`src/rtl/deserializer_pkg.sv`:
```
// Shared constants for the serial-to-parallel deserializer.
package deserializer_pkg;

   localparam int unsigned DESER_DATA_W_DEFAULT = 16;

   // Counter must reach DATA_W when a parity bit trails the data bits.
   function automatic int unsigned deser_cnt_w(input int unsigned data_w);
      return $clog2(data_w + 1);
   endfunction

   localparam int unsigned DESER_CNT_W = deser_cnt_w(DESER_DATA_W_DEFAULT);

endpackage

```
`src/rtl/deserializer.sv`:
```
// MSB-first serial-to-parallel deserializer with a one-cycle word-valid pulse.
// Define DESERIALIZER_PARITY_EN to append an even-parity bit to each frame.
module deserializer
   import deserializer_pkg::*;
#(
   parameter int unsigned DATA_W = DESER_DATA_W_DEFAULT
) (
   input  logic              clk_i,
   input  logic              rst_i,
   input  logic              data_i,
   input  logic              data_val_i,
   output logic [DATA_W-1:0] deser_data_o,
   output logic              deser_data_val_o,
`ifdef DESERIALIZER_PARITY_EN
   output logic              parity_err_o,
`endif
   output logic              busy_o
);

   localparam int unsigned CNT_W = deser_cnt_w(DATA_W);
`ifdef DESERIALIZER_PARITY_EN
   localparam int unsigned FRAME_LEN = DATA_W + 1;
`else
   localparam int unsigned FRAME_LEN = DATA_W;
`endif
   localparam logic [CNT_W-1:0] LAST_CNT = CNT_W'(FRAME_LEN - 1);

   logic [CNT_W-1:0]  cnt_q,   cnt_d;
   logic [DATA_W-1:0] shift_q, shift_d;
   logic [DATA_W-1:0] data_q,  data_d;
   logic              val_q,   val_d;
   logic              last_c;
`ifdef DESERIALIZER_PARITY_EN
   logic              perr_q,  perr_d;
`endif

   assign last_c = (cnt_q == LAST_CNT);

   // Next-state: count accepted bits, shift data bits, publish on the last bit.
   always_comb begin
      cnt_d   = cnt_q;
      shift_d = shift_q;
      data_d  = data_q;
      val_d   = 1'b0;
`ifdef DESERIALIZER_PARITY_EN
      perr_d  = 1'b0;
`endif
      if (data_val_i) begin
         cnt_d = last_c ? '0 : cnt_q + CNT_W'(1);
`ifdef DESERIALIZER_PARITY_EN
         // The trailing bit is parity only; it is never shifted into the word.
         if (last_c) begin
            data_d = shift_q;
            val_d  = 1'b1;
            perr_d = ^{shift_q, data_i};
         end else begin
            shift_d = {shift_q[DATA_W-2:0], data_i};
         end
`else
         shift_d = {shift_q[DATA_W-2:0], data_i};
         if (last_c) begin
            data_d = shift_d;
            val_d  = 1'b1;
         end
`endif
      end
   end

   always_ff @(posedge clk_i or negedge rst_i) begin
      if (!rst_i) begin
         cnt_q   <= '0;
         shift_q <= '0;
         data_q  <= '0;
         val_q   <= 1'b0;
`ifdef DESERIALIZER_PARITY_EN
         perr_q  <= 1'b0;
`endif
      end else begin
         cnt_q   <= cnt_d;
         shift_q <= shift_d;
         data_q  <= data_d;
         val_q   <= val_d;
`ifdef DESERIALIZER_PARITY_EN
         perr_q  <= perr_d;
`endif
      end
   end

   assign deser_data_o     = data_q;
   assign deser_data_val_o = val_q;
   assign busy_o           = (cnt_q != '0);
`ifdef DESERIALIZER_PARITY_EN
   assign parity_err_o     = perr_q;
`endif

endmodule

```
`config.mk`:
```
export PLATFORM = sky130hd
export DESIGN_NAME = deserializer
export DESIGN_NICKNAME = d
export VERILOG_FILES = /design/src/rtl/deserializer_pkg.sv /design/src/rtl/deserializer.sv
export SDC_FILE = /design/constraint.sdc
export NUM_CORES = 1
export LEC_CHECK = 0
export ABC_CLOCK_PERIOD_IN_PS = 1420
export BUFFER_PORTS_ARGS = -buffer_cell sky130_fd_sc_hd__buf_2
export CORE_MARGIN = 2
export CORE_UTILIZATION = 25
export CTS_CLUSTER_SIZE = 10
export DETAILED_ROUTE_END_ITERATION = 12
export GPL_ROUTABILITY_DRIVEN = 0
export PLACE_DENSITY_LB_ADDON = 0.08
export RECOVER_POWER = 100
export SLEW_MARGIN = 25
export SYNTH_ARGS = -nofsm -noshare
export SYNTH_HDL_FRONTEND = slang
export SYNTH_SLANG_ARGS = --single-unit
```
`constraint.sdc`:
```
create_clock -name clk_i -period 1.42 [get_ports clk_i]
set_input_delay 0.142 -clock clk_i [delete_from_list [all_inputs] [get_ports clk_i]]
set_output_delay 0.142 -clock clk_i [all_outputs]
set_load 0.01 [all_outputs]
```
==> qor.yml, run 1 <==
fin_total_pwr_w: 0.00345
crit_buf_inv: 2
cp_data_arrival_time_ns: 1.45
synth_top_family_by_area: "multiplexers"
crit_family: "simple AND/OR/NAND/NOR gates"
hp-class: "in2reg"
grt_max_degree: 21
synth-simple-area-share: 0.0489
start_util: 0.260
tightest_slew_ns: 0.815
fin_nets: 133
dp_hpwl_mm: 1.73
port_buffers: 21
critPathRequiredTime_ns: 1.28
finalMaxSlewViolations: 0
netlist.area_leader.share: 0.646
yosys.area_share.xor_xnor: 0.0183
synth.yosys.warnings: 0
whs_ns: 0.110
drive_above_1_share: 0.386
grt_pass1_wl_mm: 4.33
route.detailed.drc: 0
final_util: 0.330
filler_cell_count: 571
clock.fmax_ghz: 0.629
fp.coreArea_um2: 5510
period_needed_ns: 1.59
crit_slowest_cell: "or4b_4"
routed_wl_mm: 2.51
clock_sinks: 37
cts_buffers: 5
ys_ff_latch: 37
overflow: 0
cts.htree.levels: 2
critPathLaunchType: "flip-flop"
detail_route.first_pass.iterations: 2
fin_ws_ns: -0.170
grt_pass1_vias: 859
synth_cells: 88
synth-compound-area-share: 0.00349
timing.final.crit_share: 1.12
yosysSeqAreaShare: 0.646
critical_path_class: "reg2out"
ir_worst_vdd_v: 0.000519
antenna_cells: 0
synthMuxAreaShare: 0.243
outcome: "finished with violations"
synth_cell_type_count: 17
wl_per_cell_um: 12.6
yosysTopAreaCell: "dfrtp_1"
drt-initial-drc-count: 21
rsz0062_at_grt: "yes"
track_usage: 0.0927
syn_area_um2: 1430
insertion_delay_ns: 0.28
drtAntennaViolNets: 0
synthTopCellsByArea: "dfrtp_1, mux2_2, mux2_1, ha_1, nor2_8"
crit_chain: "inv_2 > ha_1 > or4b_4 > buf_6"
cts_max_path_buffers: 2
syn-num-nets: 94
synth_fa_ha_area_frac: 0.0175
die_area_um2: 6360
place_ws_ns: -0.0552
fp.dieH_um: 79.7
end_kind: "output port"
leakage_nw: 0.819
fp-row-count: 27
vias: 813
area_delta_synth_final_pct: 26.9
clock_skew_ns: 0.00633
antenna_found_initial: 0
hold_viol_final: 0
violations: "negative setup slack"
setup_viol: 17
maxCapViolCount: 0
powerDensity_nw_per_um2: 1900
die_x_um: 79.7
avgSynthCellArea_um2: 16.3
crit_fanout: 2
clockRootBuffer: "clkbuf_8"
relSlewSlack: 0.457
cts_tree: "yes"
via_per_inst: 4.09
cpPeakStageDelay_ns: 0.45
ios: 22
clk_pin_slew_ns: 0.07
registers in the layout, indices dropped and copies added, names as in the netlist:
name and count:
cnt_q 5, deser_data_o 16, deser_data_val_o 1, shift_q 15
through the flow:
stage / cell area [µm²] / setup TNS, ns / std cells
3_3_place_gp: 1690 / -0.514 / 188
4_1_cts: 1830 / -1.30 / 198
3_5_place_dp: 1690 / -0.831 / 188
5_1_grt: 1820 / -2.83 / 199
2_1_floorplan: 1450 / -0.384 / 88
6_report: 1820 / -1.68 / 199
area by class of cell:
class / count / area, µm² / area share
flip-flops and latches: 37 / 926 / 0.509
multi-input cells: 46 / 504 / 0.277
repair buffers: 35 / 205 / 0.113
well taps: 72 / 90.1 / 0.0495
clock buffers: 7 / 86.3 / 0.0475
inverters: 2 / 7.51 / 0.00413
per-layer routing:
layer | wire length, µm | track usage | up-vias
li1 | - | - | 383
met1 | 1190 | 0.113 | 407
met2 | 1170 | 0.145 | 18
met3 | 123 | 0.0339 | 5
met4 | 36 | 0.0458 | 0
met5 | 0 | 0 | -
logic make-up (layout without fill, tap and decap cells):
logic type      Yosys count  after routing
flops                    37             37
mux                      31             31
simple gates              9              9
buf+inv                   5             44
xor+xnor                  3              3
fa+ha+maj                 2              2
compound gates            1              1
cells in the final DEF (no fill, tap or decap), types with 2 or more instances in the layout:
cell type  netlist  layout
buf_2            2       2
buf_4            0       8
buf_6            0       4
clkbuf_1         0      19
clkbuf_8         0       6
dfrtp_1         37      37
mux2_1           9       9
mux2_2          22      21
nand2_1          2       2
nor2_1           2       2
xnor2_1          2       2
repair_timing:
item	CTS	global route
hold buffers	1	0
setup buffers	2	2
setup endpoints to repair	17	17
pin swaps	0	2
resized for setup	6	2
endpoints found under the hold margin	13	0
cell usage after synthesis (all sizes together):
cell	number
nand4	2
o21ai	1
nor2	3
and2	1
inv	2
buf	3
dfrtp	37
mux2	31
nand2	2
ha	2
xnor2	2
or4b	1
xor2	1
path summary, 6_finish.rpt:
check | start | end | slack [ns] | depth (start not counted)
setup / recovery | cnt_q[1] | busy_o | -0.17 | 4
hold / removal | data_i | deser_data_o[0] | 0.11 | 2
setup reg to reg | cnt_q[1] | deser_data_o[5] | -0.10 | 6
hold reg to reg | deser_data_o[8] | deser_data_o[8] | 0.48 | 1
max in group asynchronous | rst_i | shift_q[6] | 0.21 | 3
min in group asynchronous | rst_i | deser_data_o[9] | 0.47 | 2
power breakdown:
group / leakage [nW] / switching (W) / internal [W]
registers: 0.465 / 0.000262 / 0.00147
clock network: 0.0443 / 0.000333 / 0.000385
logic: 0.310 / 0.000434 / 0.000569
worst reg2reg max path: stages, from the launching register on:
cell,delay [ns]
dfrtp_1,0.37
buf_4,0.14
ha_4,0.14
nand4_4,0.13
nor2_8,0.16
buf_6,0.14
mux2_2,0.33
No activity file was read; power rests on OpenSTA's default activity.
==> inputs of run 2 (changes only) <==
Settings changed: ABC_AREA set to 1.
==> qor.yml, run 2 <==
outcome: "completed"
via_per_inst: 4.13
fin_tns_setup_ns: 0
mostFrequentLayoutCell: "nand2_1"
fin_total_pwr_w: 0.00331
maxCapViolCount: 0
ys_ff_latch: 37
synth.yosys.warnings: 0
power.share.clock: 0.283
synth_cells: 162
r2r_cells: 6
clock_sinks: 37
antenna_found_initial: 0
area_delta_synth_final_pct: 19.6
rsz0062_at_grt: "no"
tightest_slew_ns: 0.488
timing.final.crit_share: 0.904
insertion_delay_ns: 0.28
worstHoldStart: "data_i"
largest_reg_flops: 16
hp-class: "in2reg"
synth.most_common_cell: "nand2_1"
grt_max_degree: 21
clk_pin_slew_ns: 0.07
critPathRequiredTime_ns: 1.60
layout_common_cells: "nand2_1, dfrtp_1, clkbuf_1"
clock_skew_ns: 0.00546
synth_edf_count: 0
holdPathStages: 3
antenna_cells: 0
netlist.area_leader.share: 0.606
rrSetupSlack_ns: 0.14
ios: 22
routed_wl_mm: 3.22
synth_cell_type_count: 19
place_inst: 256
cts_max_path_buffers: 2
dp_hpwl_mm: 2.09
track_usage: 0.102
finalMaxSlewViolations: 0
drt-initial-drc-count: 84
avgSynthCellArea_um2: 9.44
p_int_w: 0.00222
period_needed_ns: 1.28
grt_pass1_wl_mm: 5.11
setup_viol: 0
overflow: 0
die_x_um: 82.2
fin_nets: 197
cts.htree.levels: 2
leakage_nw: 0.912
synth_flop_cell: "dfrtp_1"
clockRootBuffer: "clkbuf_8"
drtAntennaViolNets: 0
grt_pass1_vias: 1066
fp.dieH_um: 82.2
fp-row-count: 28
layout.cells.non_filler: 267
vias: 1103
critPathLaunchType: "flip-flop"
fp.coreArea_um2: 5920
synth_commonest_cells: "nand2_1, dfrtp_1, nand3_1"
fin_ws_ns: 0.136
syn_area_um2: 1530
ys_async_sr_fraction: 1.00
crit_fanout: 5
cp_data_arrival_time_ns: 1.46
power_switching_w: 0.00110
place_ws_ns: 0.101
critical_path_class: "reg2reg"
cts_setup_buffers: 0
ir_worst_vdd_v: 0.000613
end_kind: "flip-flop"
whs_ns: 0.100
detail_route.first_pass.iterations: 4
hold_viol_final: 0
relSlewSlack: 0.675
rr_startpoint: "cnt_q[1]"
yosysSeqAreaShare: 0.606
comb_power_share: 0.244
clock.fmax_ghz: 0.779
route.detailed.drc: 0
die_area_um2: 6760
p_sw_frac: 0.331
drive_above_1_share: 0.125
cts_tree: "yes"
powerDensity_nw_per_um2: 1810
syn-num-nets: 168
wl_per_cell_um: 12.1
yosysTopAreaCell: "dfrtp_1"
cts_buffers: 5
worstSetupStartpoint: "cnt_q[1]"
synthTopCellsByArea: "dfrtp_1, nand2_1, nand3_1, o21ai_0, inv_1"
start_util: 0.258
seqPwrFrac: 0.473
port_buffers: 21
-- run 2: changes by cell type in the layout (fill, tap and decap cells not counted), moves of 2 or more --
cell / delta
nor2_4: +2
o21ai_0: +14
nand3_1: +17
buf_4: -4
nand2_1: +55
mux2_2: -21
xnor2_1: -2
nor2_1: +2
mux2_1: -9
buf_6: -4
inv_1: +13
nand3_2: +3
-- run 2: what timing repair did --
action                     in CTS  in global routing
gates resized for setup         0                  2
setup endpoints to repair       0                  8
hold buffers                    1                  0
hold endpoints to repair       17                  0
-- run 2: critical path, stage by stage (launching register included) --
cell and delay (ns):
dfrtp_1 0.37, ha_1 0.22, inv_1 0.09, nor2_4 0.16, nand3_2 0.19, nand2_1 0.10, nand2_1 0.05
-- run 2: final timing paths --
| kind | endpoint |
|---|---|
| min | shift_q[0] |
| max reg2reg | deser_data_o[0] |
| min reg2reg | deser_data_o[6] |
| max | deser_data_o[0] |
| min in group asynchronous | deser_data_o[11] |
| max in group asynchronous | shift_q[5] |
-- run 2: kinds of logic (layout without fill, tap and decap cells) --
kind of cell | after synthesis | after routing | synth area share
AO/OA/AOI/OAI | 16 | 16 | 0.0532
XOR/XNOR | 1 | 1 | 0.00573
flip-flops | 37 | 37 | 0.606
buffers and inverters | 23 | 51 | 0.0802
AND/OR/NAND/NOR | 83 | 85 | 0.239
adder cells (fa/ha/maj) | 2 | 2 | 0.0164
-- run 2: power by group through the flow --
stage          combinational [W]  sequential, W  clock (W)
2_1_floorplan           0.000449        0.00164          0
3_3_place_gp            0.000838        0.00157          0
3_5_place_dp            0.000841        0.00158          0
4_1_cts                 0.000844        0.00156   0.000974
5_1_grt                 0.000945        0.00161    0.00102
6_report                0.000809        0.00157   0.000937
-- run 2: layout make-up --
type                            instances  area, µm²
Clock inverter                          1       30.0
Timing Repair Buffer                   27        128
Fill cell                             661       4090
Sequential cell                        37        926
Clock buffer                            7       86.3
Inverter                               16       60.1
Tap cell                               75       93.8
Multi-Input combinational cell        104        505
-- run 2: per-layer routing --
metal | share of wire | up-vias | track usage | wire length [µm]
met5 | 0 | - | 0 | 0
met1 | 0.50 | 508 | 0.133 | 1590
li1 | - | 567 | - | -
met4 | 0.011 | 0 | 0.0450 | 37
met3 | 0.062 | 5 | 0.0359 | 200
met2 | 0.43 | 23 | 0.154 | 1390
-- run 2: per-stage QoR --
step	utilization	area, µm²
2_1_floorplan	-	1530
3_3_place_gp	0.290	1720
3_5_place_dp	0.290	1720
4_1_cts	0.311	1840
5_1_grt	0.309	1830
6_report	0.309	1830
